## src/rtl/mem_stage_lsu_if.sv

```systemverilog
// Data-memory port of the memory-stage LSU: req/gnt/rvalid handshake.
// The LSU is the master; the data memory (or its model) is the slave.
interface mem_stage_lsu_if #(
    parameter int unsigned WIDTH = 32
);
    logic             req;
    logic             we;
    logic [WIDTH-1:0] addr;
    logic [WIDTH-1:0] wdata;
    logic [3:0]       be;
    logic             gnt;
    logic             rvalid;
    logic [WIDTH-1:0] rdata;

    modport master (
        output req, we, addr, wdata, be,
        input  gnt, rvalid, rdata
    );

    modport slave (
        input  req, we, addr, wdata, be,
        output gnt, rvalid, rdata
    );
endinterface

```

## src/rtl/mem_stage_lsu.sv

```systemverilog
// Memory-stage load/store unit: issues byte/half/word accesses on a variable-latency
// req/gnt/rvalid port, stalls the pipeline while outstanding, returns extended load data.
module mem_stage_lsu #(
    parameter int unsigned WIDTH = 32
) (
    input  logic             clk,
    input  logic             rst,
    input  logic             memreadM,
    input  logic             memwriteM,
    input  logic [2:0]       memctrlM,
    input  logic [WIDTH-1:0] aluresultM,
    input  logic [WIDTH-1:0] writedataM,
    output logic             stallM,
    output logic [WIDTH-1:0] loaddataM,
    output logic             loadvalidM,
    output logic             misalignM,
    mem_stage_lsu_if.master  dmem
);

    typedef enum logic [1:0] {StIdle, StWaitGnt, StWaitRsp, StDone} state_e;

    state_e           r_state;
    logic [WIDTH-1:0] r_addr;
    logic [2:0]       r_ctrl;
    logic             r_we;
    logic [WIDTH-1:0] r_wdata;
    logic [WIDTH-1:0] r_loaddata;
    logic             r_loadvalid;

    logic w_acc;
    logic w_store;
    logic w_mis;
    logic w_start;

    function automatic logic [3:0] f_be(input logic [2:0] ctrl, input logic [1:0] off);
        case (ctrl[1:0])
            2'b00:   f_be = 4'b0001 << off;
            2'b01:   f_be = 4'b0011 << off;
            default: f_be = 4'b1111;
        endcase
    endfunction

    function automatic logic [WIDTH-1:0] f_wdata(input logic [2:0] ctrl,
                                                 input logic [WIDTH-1:0] wd);
        case (ctrl[1:0])
            2'b00:   f_wdata = {4{wd[7:0]}};
            2'b01:   f_wdata = {2{wd[15:0]}};
            default: f_wdata = wd;
        endcase
    endfunction

    function automatic logic [WIDTH-1:0] f_extend(input logic [2:0] ctrl, input logic [1:0] off,
                                                  input logic [WIDTH-1:0] rdata);
        logic [WIDTH-1:0] shifted;
        shifted = rdata >> {off, 3'b000};
        case (ctrl)
            3'b000:  f_extend = {{24{shifted[7]}}, shifted[7:0]};
            3'b100:  f_extend = {24'h0, shifted[7:0]};
            3'b001:  f_extend = {{16{shifted[15]}}, shifted[15:0]};
            3'b101:  f_extend = {16'h0, shifted[15:0]};
            default: f_extend = rdata;
        endcase
    endfunction

    // Read wins when both are asserted, so only a pure write counts as a store.
    assign w_acc   = memreadM | memwriteM;
    assign w_store = memwriteM & ~memreadM;
    assign w_mis   = (memctrlM == 3'b011) || (memctrlM[2:1] == 2'b11)
                   || ((memctrlM[1:0] == 2'b01) && aluresultM[0])
                   || ((memctrlM == 3'b010) && (aluresultM[1:0] != 2'b00))
                   || (w_store && memctrlM[2]);
    assign w_start = w_acc & ~w_mis;

    assign loaddataM  = r_loaddata;
    assign loadvalidM = r_loadvalid;

    always_comb begin
        dmem.req   = 1'b0;
        dmem.we    = 1'b0;
        dmem.addr  = '0;
        dmem.wdata = '0;
        dmem.be    = 4'b0000;
        stallM     = 1'b0;
        misalignM  = 1'b0;
        unique case (r_state)
            StIdle: begin
                misalignM = w_acc & w_mis;
                if (w_start) begin
                    dmem.req   = 1'b1;
                    dmem.we    = w_store;
                    dmem.addr  = {aluresultM[WIDTH-1:2], 2'b00};
                    dmem.wdata = f_wdata(memctrlM, writedataM);
                    dmem.be    = f_be(memctrlM, aluresultM[1:0]);
                    stallM     = w_store ? ~dmem.gnt : 1'b1;
                end
            end
            StWaitGnt: begin
                dmem.req   = 1'b1;
                dmem.we    = r_we;
                dmem.addr  = {r_addr[WIDTH-1:2], 2'b00};
                dmem.wdata = f_wdata(r_ctrl, r_wdata);
                dmem.be    = f_be(r_ctrl, r_addr[1:0]);
                stallM     = r_we ? ~dmem.gnt : 1'b1;
            end
            StWaitRsp: stallM = 1'b1;
            default:   ;
        endcase
        // The state is already IDLE during reset, but the inputs may still request.
        if (rst) begin
            dmem.req  = 1'b0;
            stallM    = 1'b0;
            misalignM = 1'b0;
        end
    end

    always_ff @(posedge clk or posedge rst) begin
        if (rst) begin
            r_state     <= StIdle;
            r_addr      <= '0;
            r_ctrl      <= 3'b000;
            r_we        <= 1'b0;
            r_wdata     <= '0;
            r_loaddata  <= '0;
            r_loadvalid <= 1'b0;
        end else begin
            r_loadvalid <= 1'b0;
            unique case (r_state)
                StIdle: begin
                    if (w_start) begin
                        r_addr  <= aluresultM;
                        r_ctrl  <= memctrlM;
                        r_we    <= w_store;
                        r_wdata <= writedataM;
                        if (!dmem.gnt) begin
                            r_state <= StWaitGnt;
                        end else if (!w_store) begin
                            r_state <= StWaitRsp;
                        end
                    end
                end
                StWaitGnt: begin
                    if (dmem.gnt) begin
                        r_state <= r_we ? StIdle : StWaitRsp;
                    end
                end
                StWaitRsp: begin
                    if (dmem.rvalid) begin
                        r_loaddata  <= f_extend(r_ctrl, r_addr[1:0], dmem.rdata);
                        r_loadvalid <= 1'b1;
                        r_state     <= StDone;
                    end
                end
                default: r_state <= StIdle;
            endcase
        end
    end

endmodule

```

## src/flat_wrapper.sv

```systemverilog
// flat-port wrapper written by rule: the top's interface ports become plain ports
module mem_stage_lsu_flat 
#(
    parameter int unsigned WIDTH = 32
)
  (clk, rst, memreadM, memwriteM, memctrlM, aluresultM, writedataM, stallM, loaddataM, loadvalidM, misalignM, dmem_req, dmem_we, dmem_addr, dmem_wdata, dmem_be, dmem_gnt, dmem_rvalid, dmem_rdata);
  mem_stage_lsu_if #(.WIDTH(WIDTH)) dmem_i ();
  input  logic clk;
  input  logic rst;
  input  logic memreadM;
  input  logic memwriteM;
  input  logic [2:0] memctrlM;
  input  logic [WIDTH-1:0] aluresultM;
  input  logic [WIDTH-1:0] writedataM;
  output logic stallM;
  output logic [WIDTH-1:0] loaddataM;
  output logic loadvalidM;
  output logic misalignM;
  output wire logic [$bits(dmem_i.req)-1:0] dmem_req;
  output wire logic [$bits(dmem_i.we)-1:0] dmem_we;
  output wire logic [$bits(dmem_i.addr)-1:0] dmem_addr;
  output wire logic [$bits(dmem_i.wdata)-1:0] dmem_wdata;
  output wire logic [$bits(dmem_i.be)-1:0] dmem_be;
  input wire logic [$bits(dmem_i.gnt)-1:0] dmem_gnt;
  input wire logic [$bits(dmem_i.rvalid)-1:0] dmem_rvalid;
  input wire logic [$bits(dmem_i.rdata)-1:0] dmem_rdata;
  assign dmem_req = dmem_i.req;
  assign dmem_we = dmem_i.we;
  assign dmem_addr = dmem_i.addr;
  assign dmem_wdata = dmem_i.wdata;
  assign dmem_be = dmem_i.be;
  assign dmem_i.gnt = dmem_gnt;
  assign dmem_i.rvalid = dmem_rvalid;
  assign dmem_i.rdata = dmem_rdata;
  mem_stage_lsu #(.WIDTH(WIDTH)) u_core (.clk(clk), .rst(rst), .memreadM(memreadM), .memwriteM(memwriteM), .memctrlM(memctrlM), .aluresultM(aluresultM), .writedataM(writedataM), .stallM(stallM), .loaddataM(loaddataM), .loadvalidM(loadvalidM), .misalignM(misalignM), .dmem(dmem_i));
endmodule
```

## config.mk

```make
export PLATFORM = sky130hd
export DESIGN_NAME = mem_stage_lsu_flat
export DESIGN_NICKNAME = d
export VERILOG_FILES = /design/src/rtl/mem_stage_lsu_if.sv /design/src/rtl/mem_stage_lsu.sv /design/src/flat_wrapper.sv
export SDC_FILE = /design/constraint.sdc
export NUM_CORES = 1
export LEC_CHECK = 0
export ABC_AREA = 1
export CORE_UTILIZATION = 50
export DETAILED_ROUTE_END_ITERATION = 8
export HOLD_SLACK_MARGIN = 0.02
export PLACE_DENSITY = 0.87
export SLEW_MARGIN = 30
export SYNTH_ARGS = -nofsm -noshare
export SYNTH_HDL_FRONTEND = slang
export SYNTH_SLANG_ARGS = --single-unit
export TNS_END_PERCENT = 5
```

## constraint.sdc

```tcl
create_clock -name clk -period 8 [get_ports clk]
set_input_delay 1.6 -clock clk [delete_from_list [all_inputs] [get_ports clk]]
set_output_delay 1.6 -clock clk [all_outputs]
set_load 0.01 [all_outputs]
```

==> qor.csv, run 1 <==
metric;value;unit
status;finished, final reports clean;
Pleak;3.927;nW
post_cts resized;0;
Final Hold Fails;0;
buffer depth of the longest clock path;2;
CP max-delay cell;clkdlybuf4s50_1;
max-slew violations;0;
number of global-route vias before repair;6364;
DRT Wirelength;18860;um
DR vias;6557;
Yosys warnings;0;
largest net degree at the start of global routing;97;
hold_buf cts;0;
FMAX;158.5;MHz
DP Cell Count;1167;
worst path cell trace;clkdlybuf4s50_1 > inv_2 > nand3_1 > nand2_1 > inv_2 > nand4_4 > buf_4 > o21ai_0 > clkdlybuf4s50_1;
clk root buf;clkbuf_16;
Placement Rows;39;
measured slew at the worst slew-check pin;0.8383;ns
relative slew slack;44.11;%
worst clock skew;0.007900;ns
final core utilization;72.08;%
n_diodes;0;
IO Count;210;
number of CTS-inserted buffers;9;
chip height;112.4;um
PD cells;365.0;nW/um^2
max-cap viol count;0;
GRT overflow;0;
Post-CTS Setup Inserts;0;
GR Util All Layers;30.83;%
clk sinks;103;
crit-path max FO;96;
first-pass GRT wire length;30860;um
initial antenna violation count;0;
Distinct cells, synth;30;
Final Cell Area;8407;sq um
Clk pin slew, worst setup/hold paths;0.07;ns
effective utilization at floorplan;52.22;%
Worst Path Arrival;4.71;ns
Clk Latency, worst-skew pair;0.35;ns
crit-path max cell delay;0.79;ns
die area;12620;sq um
port buffer count;207;
Power, Total;3.068;mW
area grow syn2layout;38.05;%
Post-Place Cell Area;8089;sq um
part of the cycle the worst path needs;78.87;%
Routed Antenna Nets;0;
minimum clock period after layout;6.309;ns
Fin Hold WS;0.4800;ns
post-synthesis sequential area ratio;42.33;%
RSZ-0062 raised after global routing;false;
post-placement worst setup slack;1.825;ns
Final WS setup;1.691;ns
share of layout cells above drive strength 1;6.346;%
Post-DP HPWL;13210;um
non-filler cells, final;1183;
hold crit path type;flip-flop to flip-flop;
setup TNS;0;ns
first drt pass iteration count;5;
Die X;112.4;um
DR vias/cell;5.543;
number of DRC markers in iteration 0;533;
worst path required time;6.40;ns
Synth Instances;863;
CP Class;primary input to output port;
Filler cells;919;
CP Capture Type;output port;
mean area per synthesized cell;7.056;sq um
VDD IR-drop max;177.5;uV
fin nets;1140;
CTS H-Tree Depth;3;
Final Setup Violations;0;
wire per inst;15.94;um
CP Launch Type;primary input;
CTS tree;yes;
placer congestion estimate;0.9262;
# DRC;0;
cell area after synthesis;6090;sq um
core area;11660;sq um
FF+latch count, synth;103;
kinds of logic after synthesis:
kind of cell / Yosys count / synth area share [%]
buffers and inverters: 138 / 10.19
and+or+nand+nor: 416 / 28.56
AOI/OAI and AO/OA: 205 / 18.86
other: 1 / 0.06158
DFF: 103 / 42.33
report_power, final:
group / leakage [nW] / switching [mW] / internal (mW)
Combinational: 2.50 / 0.912 / 0.746
Sequential: 1.27 / 0.173 / 0.767
Clock: 0.155 / 0.214 / 0.257
Total: 3.93 / 1.30 / 1.77
layout make-up:
class	instances	area, sq um	share of cell area, %
inverters	86	325.3	3.870
flip-flops and latches	103	2577	30.66
clock inverters	6	76.32	0.9079
clock buffers	10	239.0	2.843
multi-input cells	623	2900	34.50
well taps	143	178.9	2.128
repair buffers	212	2110	25.09
worst max-delay path, delay by kind of cell:
kind                   cells  cell delay, ns
buffers and inverters      5            2.42
AND/OR/NAND/NOR            3            0.37
AO/OA/AOI/OAI              1            0.28
per-layer routing:
| metal | vias to the layer above | routed length, um | global-route usage [%] |
|---|---|---|---|
| met2 | 345 | 8858 | 51.93 |
| met5 | - | 0 | 0 |
| li1 | 3117 | - | - |
| met1 | 3050 | 7823 | 39.41 |
| met3 | 45 | 1549 | 4.860 |
| met4 | 0 | 626 | 13.60 |
flip-flops by register name, summed over array words and instances (netlist names):
signal / cells
u_core.loaddataM: 32
u_core.loadvalidM: 1
u_core.r_addr: 32
u_core.r_ctrl: 3
u_core.r_state: 2
u_core.r_wdata: 32
u_core.r_we: 1
final timing paths:
kind                                      startpoint                    to  slack, ns  cells past startpoint
worst min-delay path            u_core.loaddataM[11]  u_core.loaddataM[11]       0.48                      2
worst max register to register     u_core.r_state[1]  u_core.loaddataM[23]       5.86                      7
max in group asynchronous                        rst  u_core.loaddataM[28]       5.02                      3
worst min register to register  u_core.loaddataM[11]  u_core.loaddataM[11]       0.48                      2
min in group asynchronous                        rst    u_core.r_wdata[17]       1.78                      2
worst max-delay path                     memctrlM[1]         dmem_addr[19]       1.69                      9
cell usage in the layout, fill, tap and decap left out, types with 2 or more instances in the layout:
cell             synthesis  layout
a21oi_1                 16      16
buf_4                   10       5
clkbuf_16                0       9
clkdlybuf4s50_1          0     207
clkinv_4                 0       3
conb_1                   1       2
dfrtp_1                103     103
inv_1                   75      74
inv_2                   11      11
nand2_1                312     312
nand2_2                  3       3
nand2_4                  2       2
nand3_1                 19      19
nand3_2                  3       3
nand4_1                  9       9
nor2_1                  44      42
nor2_2                   4       6
nor2_4                   3       3
o211ai_1                 9       9
o21ai_0                 97      97
o21ai_1                 40      40
o21ai_2                 10      10
o221ai_1                 8       8
o22ai_1                 24      24
or2_1                   11      11
or2_2                    5       5
cells in the mapped netlist, drive strengths merged:
cell type / instances / area share, %
nand2: 317 / 20
o21ai: 147 / 13
dfrtp: 103 / 42
inv: 86 / 5.3
nor2: 51 / 3.7
buf: 36 / 3.9
o22ai: 24 / 2.5
nand3: 22 / 2.1
a21oi: 16 / 1.3
clkbuf: 16 / 0.99
or2: 16 / 1.6
nand4: 10 / 1.3
o211ai: 9 / 1.1
o221ai: 8 / 1.2
a211oi: 1 / 0.12
conb: 1 / 0.062
No activity file was read; power rests on OpenSTA's default activity.
==> run 2, diff against run 1 <==
Settings changed: CORE_UTILIZATION 50 to 42, PLACE_DENSITY 0.87 to 0.78.
Clock period 8 ns to 5.1 ns, I/O delays scaled along.
==> run 2 against run 1 <==
Net effect:
- utilization is 11 points lower
- clock skew is 0.0025 ns lower
- register-to-register slack worse by 2.9 ns
- worst hold slack better by 0.0018 ns
- total power is 59% higher
- global-route usage is 4.4 points lower
- sequential share of layout area is 0.39 points lower
- clock-buffer cell count stayed put
- combinational power is 57% higher
- worst setup slack worse by 1.1 ns
- critical path type unchanged
- highest routed layer unchanged
==> qor.csv, run 2 (synthesis gave the netlist of run 1 again) <==
metric;value;unit;change
# DRC;0;;unchanged
Final Hold Fails;0;;unchanged
buffer depth of the longest clock path;2;;unchanged
DR vias/cell;5.244;;-5.4%
number of global-route vias before repair;6069;;-4.6%
wire per inst;15.71;um;-1.5%
largest net degree at the start of global routing;123;;+27%
hold_buf cts;0;;unchanged
crit-path max FO;37;;-61%
die area;14980;sq um;+19%
initial antenna violation count;0;;unchanged
Die X;122.4;um;+8.9%
share of layout cells above drive strength 1;6.424;%;+0.078 points
worst path required time;4.08;ns;-2.32 ns
clk sinks;103;;unchanged
hold crit path type;flip-flop to flip-flop;;
Post-Place Cell Area;8178;sq um;+1.1%
relative slew slack;43.67;%;-0.45 points
PD cells;572.5;nW/um^2;+57%
effective utilization at floorplan;43.53;%;-8.7 points
max-cap viol count;0;;unchanged
Clk Latency, worst-skew pair;0.36;ns;about the same
port buffer count;207;;unchanged
sw frac;41.31;%;-1.0 points
Final Setup Violations;0;;unchanged
area grow syn2layout;39.82;%;
Post-CTS Setup Inserts;0;;unchanged
n_diodes;0;;unchanged
fin nets;1144;;+0.35%
first drt pass iteration count;5;;unchanged
Final Cell Area;8514;sq um;+1.3%
number of CTS-inserted buffers;9;;unchanged
worst clock skew;0.005359;ns;-0.002540 ns
minimum clock period after layout;4.558;ns;
worst-case reg-to-reg path depth;6;;-1
CP max-delay cell;clkdlybuf4s50_1;;
GRT overflow;0;;unchanged
Gate power share;53.6;%;-0.4 points
P_int;2.861;mW;+62%
Crit Reg-Reg Endpoint;u_core.r_ctrl[0];;
first-pass GRT wire length;30470;um;-1.3%
RSZ-0062 raised after global routing;false;;
core area;13990;sq um;+20%
Seq pwr share;30.0;%;-0.6 points
most frequent cells in the layout;312 x nand2_1, 207 x clkdlybuf4s50_1, 103 x dfrtp_1;;
DR vias;6414;;-2.2%
CP Class;primary input to output port;;
setup TNS;0;ns;unchanged
path length in cells of the critical path;8;;-1
VDD IR-drop max;243.7;uV;+37%
status;finished, final reports clean;;
Register-to-Register Setup Slack;2.92;ns;-2.94 ns
Clk pin slew, worst setup/hold paths;0.07;ns;about the same
Worst Path Buf+Inv;4;;-1
Post-DP HPWL;13720;um;+3.9%
CP Capture Type;output port;;
DRT Wirelength;19210;um;+1.9%
number of DRC markers in iteration 0;593;;+11%
FMAX;219.4;MHz;
Crit Reg-Reg Startpoint;u_core.r_state[1];;
worst path cell trace;clkdlybuf4s50_1 > inv_1 > nand2_1 > nand4_4 > inv_2 > o21ai_0 > o21ai_1 > clkdlybuf4s50_1;;
Worst Path Arrival;3.54;ns;-1.17 ns
Placement Rows;43;;+10%
CP endpoint;dmem_be[2];;
Routed Antenna Nets;0;;unchanged
chip height;122.4;um;+8.9%
clk root buf;clkbuf_16;;
CP Launch Type;primary input;;
measured slew at the worst slew-check pin;0.8450;ns;+0.006675 ns
placer congestion estimate;0.9632;;+4.0%
post_cts resized;0;;unchanged
switching pwr;2.014;mW;+55%
commonest non-fill, non-tap cell in the layout;nand2_1;;
CTS tree;yes;;
IO Count;210;;unchanged
CTS H-Tree Depth;3;;unchanged
Worst path top cell family by delay;buffers and inverters;;
most frequent CP cell;clkdlybuf4s50_1;;
Pleak;3.961;nW;+0.86%
clock power share;16.4;%;+1.1 points
GR Util All Layers;26.43;%;-4.4 points
max-slew violations;0;;unchanged
part of the cycle the worst path needs;89.37;%;
CP startpoint;memreadM;;
crit-path max cell delay;0.55;ns;-0.24 ns
==> run 2: cell type report <==
class | instances | area, sq um
flip-flops and latches | 103 | 2577
fillers | 1312 | 5474
clock inverters | 5 | 107.6
well taps | 180 | 225.2
inverters | 86 | 325.3
clock buffers | 10 | 229.0
repair buffers | 216 | 2152
multi-input cells | 623 | 2898
==> run 2: power by group through the flow <==
stage	clock network (mW)	logic (mW)	registers, mW
3_3_place_gp	0	2.57	1.46
2_1_floorplan	0	1.50	1.46
6_report	0.798	2.61	1.46
3_5_place_dp	0	2.60	1.47
4_1_cts	0.811	2.62	1.46
5_1_grt	0.841	2.90	1.51
==> run 2: worst min-delay path by stage <==
stage,from,to,slack [ns],cells past startpoint
floorplan,u_core.r_wdata[16],u_core.r_wdata[16],0.45,2
global placement,u_core.loaddataM[6],u_core.loaddataM[6],0.46,2
detailed placement,u_core.r_wdata[31],u_core.r_wdata[31],0.47,2
CTS,u_core.r_wdata[31],u_core.r_wdata[31],0.49,2
global route,u_core.r_wdata[31],u_core.r_wdata[31],0.50,2
finish,u_core.loaddataM[15],u_core.loaddataM[15],0.48,2
==> run 2: tightest hold or removal path, delay by kind of cell, from the launching register on <==
kind,cells,cell delay (ns)
DFF,1,0.34
and+or+nand+nor,2,0.11
==> run 2: metal layers <==
layer	share of wire, %	track usage, %	wire, um	vias to the layer above
met5	0	0	0	-
met4	2.9	10.21	550	0
met3	8.6	5.716	1643	39
met2	46	42.38	8808	316
met1	43	34.75	8205	2933
li1	-	-	-	3126
==> run 2: stage by stage <==
stage	util [%]	total power [mW]	hold slack [ns]	worst slack, ns	std cells
final	60.87	4.875	0.4818	0.5422	1223
after global routing	60.87	5.253	0.4966	0.3292	1223
after CTS	60.87	4.887	0.4880	0.5641	1223
after detailed placement	58.46	4.070	0.4658	0.5782	1208
after global placement	58.46	4.031	0.4632	0.6487	1208
after floorplan	-	2.961	0.4491	0.4700	864
